<file path="src/rtl/mult_rr_arbiter_if.sv">
// Bundles the requester bus for mult_rr_arbiter.
// MULT_ARB_STALL_EN adds the P_rdy_i result back-pressure signal.
interface mult_rr_arbiter_if #(
    parameter int unsigned NREQ = 4
);
    localparam int unsigned IDW = $clog2(NREQ);

    logic [NREQ-1:0]   req_i;
    logic [NREQ*8-1:0] C_i;
    logic [NREQ*8-1:0] SP_i;
    logic [NREQ-1:0]   C0_i;
    logic [NREQ-1:0]   gnt_o;
    logic [8:0]        P_o;
    logic              P_vld_o;
    logic [IDW-1:0]    P_id_o;

`ifdef MULT_ARB_STALL_EN
    logic              P_rdy_i;

    modport master (
        output req_i, C_i, SP_i, C0_i, P_rdy_i,
        input  gnt_o, P_o, P_vld_o, P_id_o
    );
    modport slave (
        input  req_i, C_i, SP_i, C0_i, P_rdy_i,
        output gnt_o, P_o, P_vld_o, P_id_o
    );
`else
    modport master (
        output req_i, C_i, SP_i, C0_i,
        input  gnt_o, P_o, P_vld_o, P_id_o
    );
    modport slave (
        input  req_i, C_i, SP_i, C0_i,
        output gnt_o, P_o, P_vld_o, P_id_o
    );
`endif
endinterface

</file>
<file path="src/rtl/mult_rr_arbiter.sv">
// Round-robin arbiter sharing one mult_csa between NREQ requesters, 2-stage registered pipe.
// MULT_ARB_STALL_EN enables P_rdy_i back-pressure on the result stage.

// Carry-select adder: low nibble sum selects between precomputed high-nibble sums.
module mult_csa (
    input  logic [7:0] c_i,
    input  logic [7:0] sp_i,
    input  logic       c0_i,
    output logic [8:0] p_o
);
    logic [4:0] lo;
    logic [4:0] hi0;
    logic [4:0] hi1;

    assign lo  = {1'b0, c_i[3:0]} + {1'b0, sp_i[3:0]} + {4'b0, c0_i};
    assign hi0 = {1'b0, c_i[7:4]} + {1'b0, sp_i[7:4]};
    assign hi1 = hi0 + 5'd1;
    assign p_o = {(lo[4] ? hi1 : hi0), lo[3:0]};
endmodule

module mult_rr_arbiter #(
    parameter int unsigned NREQ = 4
) (
    input logic              clk_i,
    input logic              rst_i,
    mult_rr_arbiter_if.slave bus
);
    localparam int unsigned IDW = $clog2(NREQ);

    logic [IDW-1:0]  last_q;
    logic            s1_vld_q;
    logic [7:0]      s1_c_q;
    logic [7:0]      s1_sp_q;
    logic            s1_c0_q;
    logic [IDW-1:0]  s1_id_q;
    logic [8:0]      p_q;
    logic            p_vld_q;
    logic [IDW-1:0]  p_id_q;

    logic [8:0]      prod;
    logic [NREQ-1:0] gnt;
    logic [IDW-1:0]  win_id;
    logic            xfer;
    logic            out_adv;
    logic            s1_load;
    logic [7:0]      sel_c;
    logic [7:0]      sel_sp;
    logic            sel_c0;

`ifdef MULT_ARB_STALL_EN
    assign out_adv = !(p_vld_q && !bus.P_rdy_i);
`else
    assign out_adv = 1'b1;
`endif
    // Stage 1 can take a new item unless it is full and the output is stalled.
    assign s1_load = out_adv || !s1_vld_q;

    always_comb begin
        logic [IDW:0]   sum;
        logic [IDW-1:0] idx;
        logic           found;
        gnt    = '0;
        win_id = '0;
        found  = 1'b0;
        sum    = '0;
        idx    = '0;
        for (int i = 1; i <= int'(NREQ); i++) begin
            sum = {1'b0, last_q} + (IDW+1)'(i);
            if (sum >= (IDW+1)'(NREQ)) sum = sum - (IDW+1)'(NREQ);
            idx = sum[IDW-1:0];
            if (!found && bus.req_i[idx]) begin
                found    = 1'b1;
                gnt[idx] = 1'b1;
                win_id   = idx;
            end
        end
        if (rst_i || !s1_load) begin
            gnt = '0;
        end
    end

    assign xfer = |gnt;

    always_comb begin
        sel_c  = '0;
        sel_sp = '0;
        sel_c0 = 1'b0;
        for (int k = 0; k < int'(NREQ); k++) begin
            if (gnt[k]) begin
                sel_c  = bus.C_i[8*k +: 8];
                sel_sp = bus.SP_i[8*k +: 8];
                sel_c0 = bus.C0_i[k];
            end
        end
    end

    always_ff @(posedge clk_i or posedge rst_i) begin
        if (rst_i) begin
            last_q   <= IDW'(NREQ - 1);
            s1_vld_q <= 1'b0;
            s1_c_q   <= '0;
            s1_sp_q  <= '0;
            s1_c0_q  <= 1'b0;
            s1_id_q  <= '0;
        end else if (s1_load) begin
            s1_vld_q <= xfer;
            if (xfer) begin
                last_q  <= win_id;
                s1_c_q  <= sel_c;
                s1_sp_q <= sel_sp;
                s1_c0_q <= sel_c0;
                s1_id_q <= win_id;
            end
        end
    end

    mult_csa u_mult_csa (
        .c_i  (s1_c_q),
        .sp_i (s1_sp_q),
        .c0_i (s1_c0_q),
        .p_o  (prod)
    );

    // P_o/P_id_o keep their last value across idle cycles.
    always_ff @(posedge clk_i or posedge rst_i) begin
        if (rst_i) begin
            p_q     <= '0;
            p_vld_q <= 1'b0;
            p_id_q  <= '0;
        end else if (out_adv) begin
            p_vld_q <= s1_vld_q;
            if (s1_vld_q) begin
                p_q    <= prod;
                p_id_q <= s1_id_q;
            end
        end
    end

    assign bus.gnt_o   = gnt;
    assign bus.P_o     = p_q;
    assign bus.P_vld_o = p_vld_q;
    assign bus.P_id_o  = p_id_q;
endmodule

</file>
<file path="src/flat_wrapper.sv">
// flat-port wrapper written by rule: the top's interface ports become plain ports
module mult_rr_arbiter_flat 
#(
    parameter int unsigned NREQ = 4
)
  (clk_i, rst_i, bus_req_i, bus_C_i, bus_SP_i, bus_C0_i, bus_gnt_o, bus_P_o, bus_P_vld_o, bus_P_id_o);
  mult_rr_arbiter_if #(.NREQ(NREQ)) bus_i ();
  input logic clk_i;
  input logic rst_i;
  input wire logic [$bits(bus_i.req_i)-1:0] bus_req_i;
  input wire logic [$bits(bus_i.C_i)-1:0] bus_C_i;
  input wire logic [$bits(bus_i.SP_i)-1:0] bus_SP_i;
  input wire logic [$bits(bus_i.C0_i)-1:0] bus_C0_i;
  output wire logic [$bits(bus_i.gnt_o)-1:0] bus_gnt_o;
  output wire logic [$bits(bus_i.P_o)-1:0] bus_P_o;
  output wire logic [$bits(bus_i.P_vld_o)-1:0] bus_P_vld_o;
  output wire logic [$bits(bus_i.P_id_o)-1:0] bus_P_id_o;
  assign bus_i.req_i = bus_req_i;
  assign bus_i.C_i = bus_C_i;
  assign bus_i.SP_i = bus_SP_i;
  assign bus_i.C0_i = bus_C0_i;
  assign bus_gnt_o = bus_i.gnt_o;
  assign bus_P_o = bus_i.P_o;
  assign bus_P_vld_o = bus_i.P_vld_o;
  assign bus_P_id_o = bus_i.P_id_o;
  mult_rr_arbiter #(.NREQ(NREQ)) u_core (.clk_i(clk_i), .rst_i(rst_i), .bus(bus_i));
endmodule
</file>
<file path="config.mk">
export PLATFORM = sky130hd
export DESIGN_NAME = mult_rr_arbiter_flat
export DESIGN_NICKNAME = d
export VERILOG_FILES = /design/src/rtl/mult_rr_arbiter_if.sv /design/src/rtl/mult_rr_arbiter.sv /design/src/flat_wrapper.sv
export SDC_FILE = /design/constraint.sdc
export NUM_CORES = 1
export LEC_CHECK = 0
export CAP_MARGIN = 10
export CORE_ASPECT_RATIO = 1.25
export CORE_UTILIZATION = 50
export CTS_CLUSTER_DIAMETER = 60
export DETAILED_ROUTE_END_ITERATION = 7
export PLACE_DENSITY = 0.95
export SYNTH_ARGS = -nofsm -noshare
export SYNTH_HDL_FRONTEND = slang
export SYNTH_SLANG_ARGS = --single-unit
export TNS_END_PERCENT = 5
</file>
<file path="constraint.sdc">
create_clock -name clk_i -period 11.9 [get_ports clk_i]
set_input_delay 3.57 -clock clk_i [delete_from_list [all_inputs] [get_ports clk_i]]
set_output_delay 3.57 -clock clk_i [all_outputs]
set_load 0.02 [all_outputs]
</file>
# --- After elaboration in Yosys (flattened, before gate mapping) ---
# Index checks and enable logic that the tools add are counted.
op_classes:
  n_reduce_logical: 11
  bitwise_logic: 3
  muxes: 45
  add_sub_neg: 12
  order_cmp: 12
op_table:
  columns: ["operator", "count"]
  rows:
  - ["8-bit 2-to-1 mux", 8]
  - ["4-bit 2-to-1 mux", 5]
  - ["2-bit 2-to-1 mux", 8]
  - ["1-bit 2-to-1 mux", 15]
  - ["3-bit >= comparator, second input constant", 4]
  - ["2-bit by 3-bit less-than comparator with 1-bit output, second input constant", 4]
  - ["4-bit bitwise OR", 3]
  - ["4-bit by 4-bit adder with 5-bit output", 2]
  - ["1-bit binary-select mux with 2-bit select", 4]
  - ["1-bit demux with 2-bit select", 4]
  - ["2-bit by 1-bit >= comparator with 1-bit output, second input constant", 4]
  - ["2-bit by 1-bit subtractor with 2-bit output, second input constant", 4]
  - ["1-bit logical AND", 7]
  - ["2-bit by 2-bit adder with 3-bit output, second input constant", 2]
  - ["5-bit by 1-bit adder with 5-bit output", 1]
  - ["5-bit by 1-bit adder with 5-bit output, second input constant", 1]
  - ["5-bit 2-to-1 mux", 1]
  - ["4-bit OR reduction", 1]
  - ["2-bit by 1-bit adder with 3-bit output, second input constant", 1]
  - ["2-bit by 3-bit adder with 3-bit output, second input constant", 1]
  - ["1-bit logical NOT", 3]
totals:
  in_bits: 74
  register_bits: 34
  word_cells: 92
  out_inout_bits: 16

# --- Depth between registers and ports, before layout ---
# Gate-level depths: netlist of the first run.
depth:
  ltp_word: 20
  depth_mapped: 14
  mapped_depth_nobuf: 10

# --- Hierarchy ---
# Synthesis of the first run repeated with hierarchy kept, for this count alone.
unflattened:
  cells_unflattened: 253
  hier_area_um2: 2643.8
by_module_without_submodules:
  columns: ["mod", "area_each_um2", "cells_each", "seq_area_each_um2", "n_inst"]
  rows:
  - ["mult_rr_arbiter", 2253.4, 202, 853.3, 1]
  - ["mult_csa", 390.4, 51, 0.0, 1]

# --- Worst setup path after synthesis of the first run ---
# OpenSTA, ideal clock, no wires.
synth_timing:
  path_kind: "input-to-output"
  from: "input port bus_req_i[1]"
  to: "output port bus_gnt_o[0]"
  path_buffers: 3
  t_required_ps: 8330
  t_arrival_ps: 5388
  stages: 8
  setup_slack_ps: 2942
  path_cell_list: "buf_2 or3b_1 a2111oi_4 or2_2 a221oi_1 buf_2 buf_2 nor2_1"
synth_via:
  elab_chain_len: 13
  elab_cells_between_ends: 25
  cone_classes: "mux: 16; bitwise: 3; reduce/logical: 6"
synth_rtl:
  columns: ["item", "line", "source"]
  rows:
  - ["start, declared", "flat_wrapper.sv:10", "input wire logic [$bits(bus_i.req_i)-1:0] bus_req_i;"]
  - ["1-bit binary-select mux with 2-bit select", "mult_rr_arbiter.sv:71", "if (!found && bus.req_i[idx]) begin"]
  - ["1-bit 2-to-1 mux (implied by the code)", "mult_rr_arbiter.sv:71", null]
  - ["1-bit 2-to-1 mux", "mult_rr_arbiter.sv:71", null]
  - ["1-bit logical NOT", "mult_rr_arbiter.sv:71", null]
  - ["1-bit logical AND", "mult_rr_arbiter.sv:71", null]
  - ["1-bit 2-to-1 mux", "mult_rr_arbiter.sv:71", null]
  - ["1-bit logical NOT", "mult_rr_arbiter.sv:71", null]
  - ["1-bit logical AND", "mult_rr_arbiter.sv:71", null]
  - ["1-bit 2-to-1 mux", "mult_rr_arbiter.sv:71", null]
  - ["1-bit logical NOT", "mult_rr_arbiter.sv:71", null]
  - ["1-bit logical AND", "mult_rr_arbiter.sv:71", null]
  - ["4-bit 2-to-1 mux *", "mult_rr_arbiter.sv:71", null]
  - ["4-bit 2-to-1 mux *", "mult_rr_arbiter.sv:77", "if (rst_i || !s1_load) begin"]
  - ["end, declared", "flat_wrapper.sv:14", "output wire logic [$bits(bus_i.gnt_o)-1:0] bus_gnt_o;"]
# Mark *: on every way between the ends. The rest lies on a longest branch, timed or not. The select of a mux whose other input is x is not followed.

# --- Worst setup path after layout of the first run ---
layout_timing:
  from: "input port bus_req_i[2]"
  to: "output port bus_gnt_o[1]"
# The elaborated chain is that of the path after synthesis.

==> qor.csv, run 1 <==
stage;metric;value;unit
route;drt_pre_antenna_iters;5;
setup_path;cp_num_buf_inv;2;
setup_path;reg2regPathDepth;8;
synthesis;yosys_warnings;0;
layout;layout_commonest_cell;clkdlybuf4s50_1;
die;die_w;68.2;microns
global_route;antenna_found_initial;0;
clock_network;cts-root-buf;clkbuf_8;
sta;fin_hold_ws;0.508;ns
placement;port_buffers;89;
placement;post-dp-hpwl;5840;microns
route;drt_iter0_drc;166;
synthesis;synth-edff-count;0;
synthesis;synth.net_count;359;
global_route;grt_pass1_wl;12000;microns
synthesis;ys.flop_type;dfrtp_1;
placement;routabilityCongestion;0.863;
sta;relSlewSlack;0.254;
worst_hold_path;min_path_cells;1;
route;drc;0;
synthesis;synth_cells;266;
route;routedWlPerCell;18.6;microns
setup_path;crit_chain;clkdlybuf4s50_1 > mux4_2 > a21oi_1 > a2bb2oi_2 > and2_4 > nor2_1 > clkdlybuf4s50_1;
global_route;grt_use_total;0.283;
clock_network;path_clk_slew;0.08;ns
setup_path;path_depth;7;
setup_path;cp_top_family;buffers and inverters;
pwr;cellLeakagePower;1.53;nW
layout;fin_area;3710;sq um
die;core;5190;sq um
setup_path;arrival;6.52;ns
clock_network;numCtsBuffers;5;
worst_hold_path;hold_path_class;reg2reg;
global_route;grt_max_degree;36;
setup_path;critPathMaxStageDelay;0.67;ns
global_route;grt-ovfl-total;0;
die;dieArea;5790;sq um
setup_path;endpoint_kind;primary output;
setup_path;cp.required;8.33;ns
sta;worst_pin_slew;1.12;ns
clock_network;ctsResizeCount;0;
clock_network;cts_setup_buffers;0;
die;initial_utilization;0.529;
sta;rsz0062_at_grt;no;
layout;layout_common_cells;clkdlybuf4s50_1, dfrtp_1, inv_1;
setup_path;critPathKind;in2out;
sta;tns;0;ns
synthesis;mappedNetlistArea;2740;sq um
layout;drive_gt1_frac;0.142;
sta;fmax;99.1;MHz
synthesis;netlist_top_cells_area;dfrtp_1, ha_1, a2bb2oi_1, o221ai_2, a22oi_1;
die;io_pins;90;
clock_network;insertion_delay;0.30;ns
pwr;power_density;310;nW/um^2
sta;period_share;0.848;
setup_path;cp_common_cell;clkdlybuf4s50_1;
synthesis;avgSynthCellArea;10.3;sq um
layout;fin_cells;408;
setup_path;critPathMaxFanout;19;
sta;fin_crit;10.09;ns
sta;maxSlewViolCount;0;
sta;hold_violations;0;
synthesis;synthArstFlopShare;1.00;
setup_path;worstSetupStartpointType;input pin;
clock_network;cts.htree.levels;2;
route;wl;7570;microns
layout;num_antenna_cells;0;
sta;clock-skew-final;0.00845;ns
pwr;peakVddDrop;0.281;mV
run_status;status;finished, final reports clean;
synthesis;ys_seq_area_frac;0.311;
die;rows;29;
global_route;grt_pass1_vias;2518;
clock_network;tritoncts;done;
route;antenna_left;0;
layout;nNetsFinal;438;
clock_network;ctsHoldBuffers;0;
run;cap_violations;0;
sta;finalSetupViolations;0;
clock_network;clk_path_buf_depth;2;
route;num_vias;2447;
synthesis;yosys.area.top_type;dfrtp_1;
layout;area_growth;35.4;%
synthesis;post-synth-top-area-fraction;0.292;
die;dieHeight;84.8;microns
placement;placed_area;3620;sq um
setup_path;crit_path_top_delay_cell;mux4_2;
pwr;p_total;1.15;mW
route;viasPerCell;6.00;
clock_network;cts_sinks;34;
synthesis;synth_cell_types;52;
placement;placed_cells;400;
synthesis;ys_ff_latch;34;
flip-flops by register name, indices dropped and copies added, names as in the netlist:
register	cells
u_core.bus.P_vld_o	1
u_core.last_q	2
u_core.s1_sp_q	8
u_core.s1_vld_q	1
u_core.bus.P_id_o	2
u_core.bus.P_o	9
u_core.s1_id_q	2
u_core.s1_c0_q	1
u_core.s1_c_q	8
per-layer routing:
metal	up-vias	track usage	share of wire
li1	1165	-	-
met1	1172	0.340	0.39
met2	93	0.479	0.53
met3	17	0.0530	0.051
met4	0	0.119	0.029
met5	-	0	0
worst reg2reg max path, cell delays in order, from the launching register on:
cell       delay [ns]
dfstp_2          0.81
inv_1            0.20
ha_1             0.52
mux4_2           0.55
nor3b_2          0.20
a2bb2oi_2        0.63
and2_4           0.30
a211o_1          0.62
o221ai_1         0.26
path summary, 6_finish.rpt:
| check | startpoint | endpoint | slack (ns) |
|---|---|---|---|
| worst min-delay path | u_core.bus.P_o[8]$_DFFE_PP0P_ | u_core.bus.P_o[8]$_DFFE_PP0P_ | 0.51 |
| worst min register to register | u_core.bus.P_o[8]$_DFFE_PP0P_ | u_core.bus.P_o[8]$_DFFE_PP0P_ | 0.51 |
| min in group asynchronous | rst_i | u_core.s1_sp_q[7]$_DFFE_PP0P_ | 3.91 |
| worst max register to register | u_core.last_q[0]$_DFFE_PP1P_ | u_core.s1_sp_q[5]$_DFFE_PP0P_ | 7.64 |
| max in group asynchronous | rst_i | u_core.last_q[1]$_DFFE_PP1P_ | 7.63 |
| worst max-delay path | bus_req_i[2] | bus_gnt_o[1] | 1.81 |
layout make-up:
type / instances / area (sq um)
clock buffers: 6 / 82.6
well taps: 62 / 77.6
multi-input cells: 188 / 1680
clock inverters: 2 / 12.5
flip-flops and latches: 34 / 853
inverters: 23 / 86.3
repair buffers: 93 / 921
fillers: 361 / 1480
power by group:
group          internal [mW]  switching (mW)
Clock                 0.0465          0.0450
Sequential             0.181          0.0573
Combinational          0.388           0.431
Total                  0.616           0.533
cells by family (layout without fill, tap and decap cells):
family                     count (synthesis)  in the layout  share of synthesized area
AOI/OAI and AO/OA                         89             89                      0.296
muxes                                     19             19                     0.0880
and+or+nand+nor                           52             52                      0.103
xor gates and xnor gates                   9              9                     0.0287
DFF                                       34             34                      0.311
buffers and inverters                     44            124                     0.0785
adders and majority gates                 19             19                     0.0949
synth_stat cells, types with 6 or more instances:
cell type and n:
clkbuf_1 6, a21oi_1 10, a22oi_1 17, o221ai_1 7
nor2_1 10, ha_1 16, a2bb2oi_1 19, inv_1 23
dfrtp_1 32, nand3_1 17, o221ai_2 10, nand2_1 6
buf_2 7, mux2_2 11
stage by stage:
step / setup WS (ns) / utilization
6_report: 1.81 / 0.716
4_1_cts: 1.83 / 0.716
5_1_grt: 1.61 / 0.716
3_5_place_dp: 1.83 / 0.697
3_3_place_gp: 1.91 / 0.697
2_1_floorplan: 2.94 / -
No activity file was read; power rests on OpenSTA's default activity.
==> run 2, diff against run 1 <==
- CORE_UTILIZATION: 50 -> 47
- PLACE_DENSITY: 0.95 -> 0.93
- clock period: 11.9 -> 10 ns (I/O delays scaled with it)
==> run 2 against run 1 <==
Via count fell by 1.5%. Register-to-register slack worse by 1.7 ns. Total power up 19%. Core utilization down 4.2 points. Worst setup slack worse by 0.76 ns. Clock power up 15%. Critical path type unchanged.
==> qor.csv, run 2 (synthesis gave the netlist of run 1 again) <==
stage;metric;value;unit
run_status;status;finished, final reports clean;
layout;largest_reg_flops;9;
clock_network;numCtsBuffers;5;
sta;tns;0;ns
setup_path;critPathKind;in2out;
global_route;grt-ovfl-total;0;
layout;num_antenna_cells;0;
setup_path;critPathMaxStageDelay;0.69;ns
die;rows;30;
clock_network;ctsHoldBuffers;0;
die;initial_utilization;0.497;
global_route;grt_use_total;0.250;
sta;period_share;0.895;
worst_hold_path;hold_path_class;reg2reg;
setup_path;cp_top_family;buffers and inverters;
clock_network;insertion_delay;0.29;ns
route;drt_iter0_drc;96;
layout;layout_commonest_cell;clkdlybuf4s50_1;
sta;fmax;112;MHz
setup_path;worstSetupStartpointType;input pin;
route;wl;7410;microns
sta;hold_violations;0;
die;die_w;70.3;microns
route;num_vias;2410;
pwr;cellLeakagePower;1.53;nW
run;cap_violations;0;
sta;relSlewSlack;0.284;
clock_network;ctsResizeCount;0;
setup_path;cp.required;7.00;ns
layout;post-route-util;0.674;
sta;finalSetupViolations;0;
placement;port_buffers;89;
setup_path;crit_path_top_delay_cell;clkdlybuf4s50_1;
clock_network;clk_path_buf_depth;2;
die;dieHeight;87.4;microns
layout;fin_cells;411;
setup_path;cp_common_cell;clkdlybuf4s50_1;
global_route;antenna_found_initial;0;
sta;clock-skew-final;0.0147;ns
clock_network;path_clk_slew;0.06;ns
layout;area_growth;35.6;%
setup_path;cp_num_buf_inv;2;
global_route;grt_max_degree;36;
setup_path;endpoint_kind;primary output;
clock_network;cts_sinks;34;
route;antenna_left;0;
setup_path;crit_chain;clkdlybuf4s50_1 > or3b_1 > a2111oi_2 > o21ai_2 > and2_4 > nor2_1 > clkdlybuf4s50_1;
placement;routabilityCongestion;0.959;
route;routedWlPerCell;18.0;microns
pwr;p_total;1.36;mW
clock_network;tritoncts;done;
sta;maxSlewViolCount;0;
sta;worst_pin_slew;1.07;ns
setup_path;arrival;5.95;ns
global_route;grt_pass1_vias;2419;
pwr;peakVddDrop;0.261;mV
placement;placed_cells;403;
sta;rsz0062_at_grt;no;
clock_network;cts_setup_buffers;0;
die;core;5520;sq um
layout;layout_common_cells;clkdlybuf4s50_1, dfrtp_1, inv_1;
placement;post-dp-hpwl;5610;microns
global_route;grt_pass1_wl;11800;microns
layout;nNetsFinal;439;
clock_network;cts-root-buf;clkbuf_8;
die;io_pins;90;
sta;fin_crit;8.95;ns
layout;drive_gt1_frac;0.141;
die;dieArea;6150;sq um
route;viasPerCell;5.86;
clock_network;cts.htree.levels;2;
route;drc;0;
setup_path;critPathMaxFanout;19;
route;drt_pre_antenna_iters;5;
pwr;power_density;366;nW/um^2
==> run 2: worst paths after layout <==
path / end / from / slack (ns) / cells after the start
max in group asynchronous: u_core.last_q[0]$_DFFE_PP1P_ / rst_i / 6.30 / 3
max reg2reg: u_core.s1_c_q[6]$_DFFE_PP0P_ / u_core.last_q[0]$_DFFE_PP1P_ / 5.96 / 8
min in group asynchronous: u_core.s1_c_q[7]$_DFFE_PP0P_ / rst_i / 3.36 / 3
max: bus_gnt_o[1] / bus_req_i[2] / 1.05 / 7
min reg2reg: u_core.bus.P_o[4]$_DFFE_PP0P_ / u_core.bus.P_o[4]$_DFFE_PP0P_ / 0.51 / 1
min: u_core.bus.P_o[4]$_DFFE_PP0P_ / u_core.bus.P_o[4]$_DFFE_PP0P_ / 0.51 / 1
==> run 2: layer usage <==
layer | up-vias | part of all wire | global-route usage
met2 | 97 | 0.54 | 0.451
met3 | 13 | 0.053 | 0.0347
met5 | - | 0 | 0
met4 | 0 | 0.027 | 0.118
met1 | 1133 | 0.38 | 0.291
li1 | 1167 | - | -
==> run 2: cell type report <==
| class | count | area (sq um) |
|---|---|---|
| clock buffers | 7 | 86.3 |
| fillers | 436 | 1800 |
| clock inverters | 1 | 5.00 |
| inverters | 23 | 86.3 |
| well taps | 64 | 80.1 |
| flip-flops and latches | 34 | 853 |
| multi-input cells | 188 | 1680 |
| repair buffers | 94 | 928 |
==> run 2: worst reg2reg max path: cells and delay by family (launching register included) <==
family	cells	cell delay, ns
compound gates	4	1.60
fa+ha+maj	1	0.51
buf+inv	1	0.19
flops	1	0.79
mux	1	0.47
simple gates	1	0.38
==> run 2: metrics by stage <==
stage	cell area (sq um)	hold slack [ns]	setup WS [ns]
after floorplan	2740	0.459	2.18
after global placement	3630	0.490	1.12
after global routing	3720	0.532	0.895
after CTS	3720	0.509	1.07
after detailed placement	3630	0.493	1.10
final	3720	0.507	1.05
==> run 2: where the power goes <==
group	switching [mW]	internal, mW	leakage [nW]
clock	0.0496	0.0555	0.0482
combinational	0.507	0.467	1.07
sequential	0.0689	0.215	0.411
total	0.625	0.738	1.53
==> run 3, diff against run 2 <==
- CTS_CLUSTER_DIAMETER: 60 -> 30
- CTS_CLUSTER_SIZE: unset -> 12
==> results of run 3 <==
No change in the layout: final DEF, timing and power equal those of run 2.
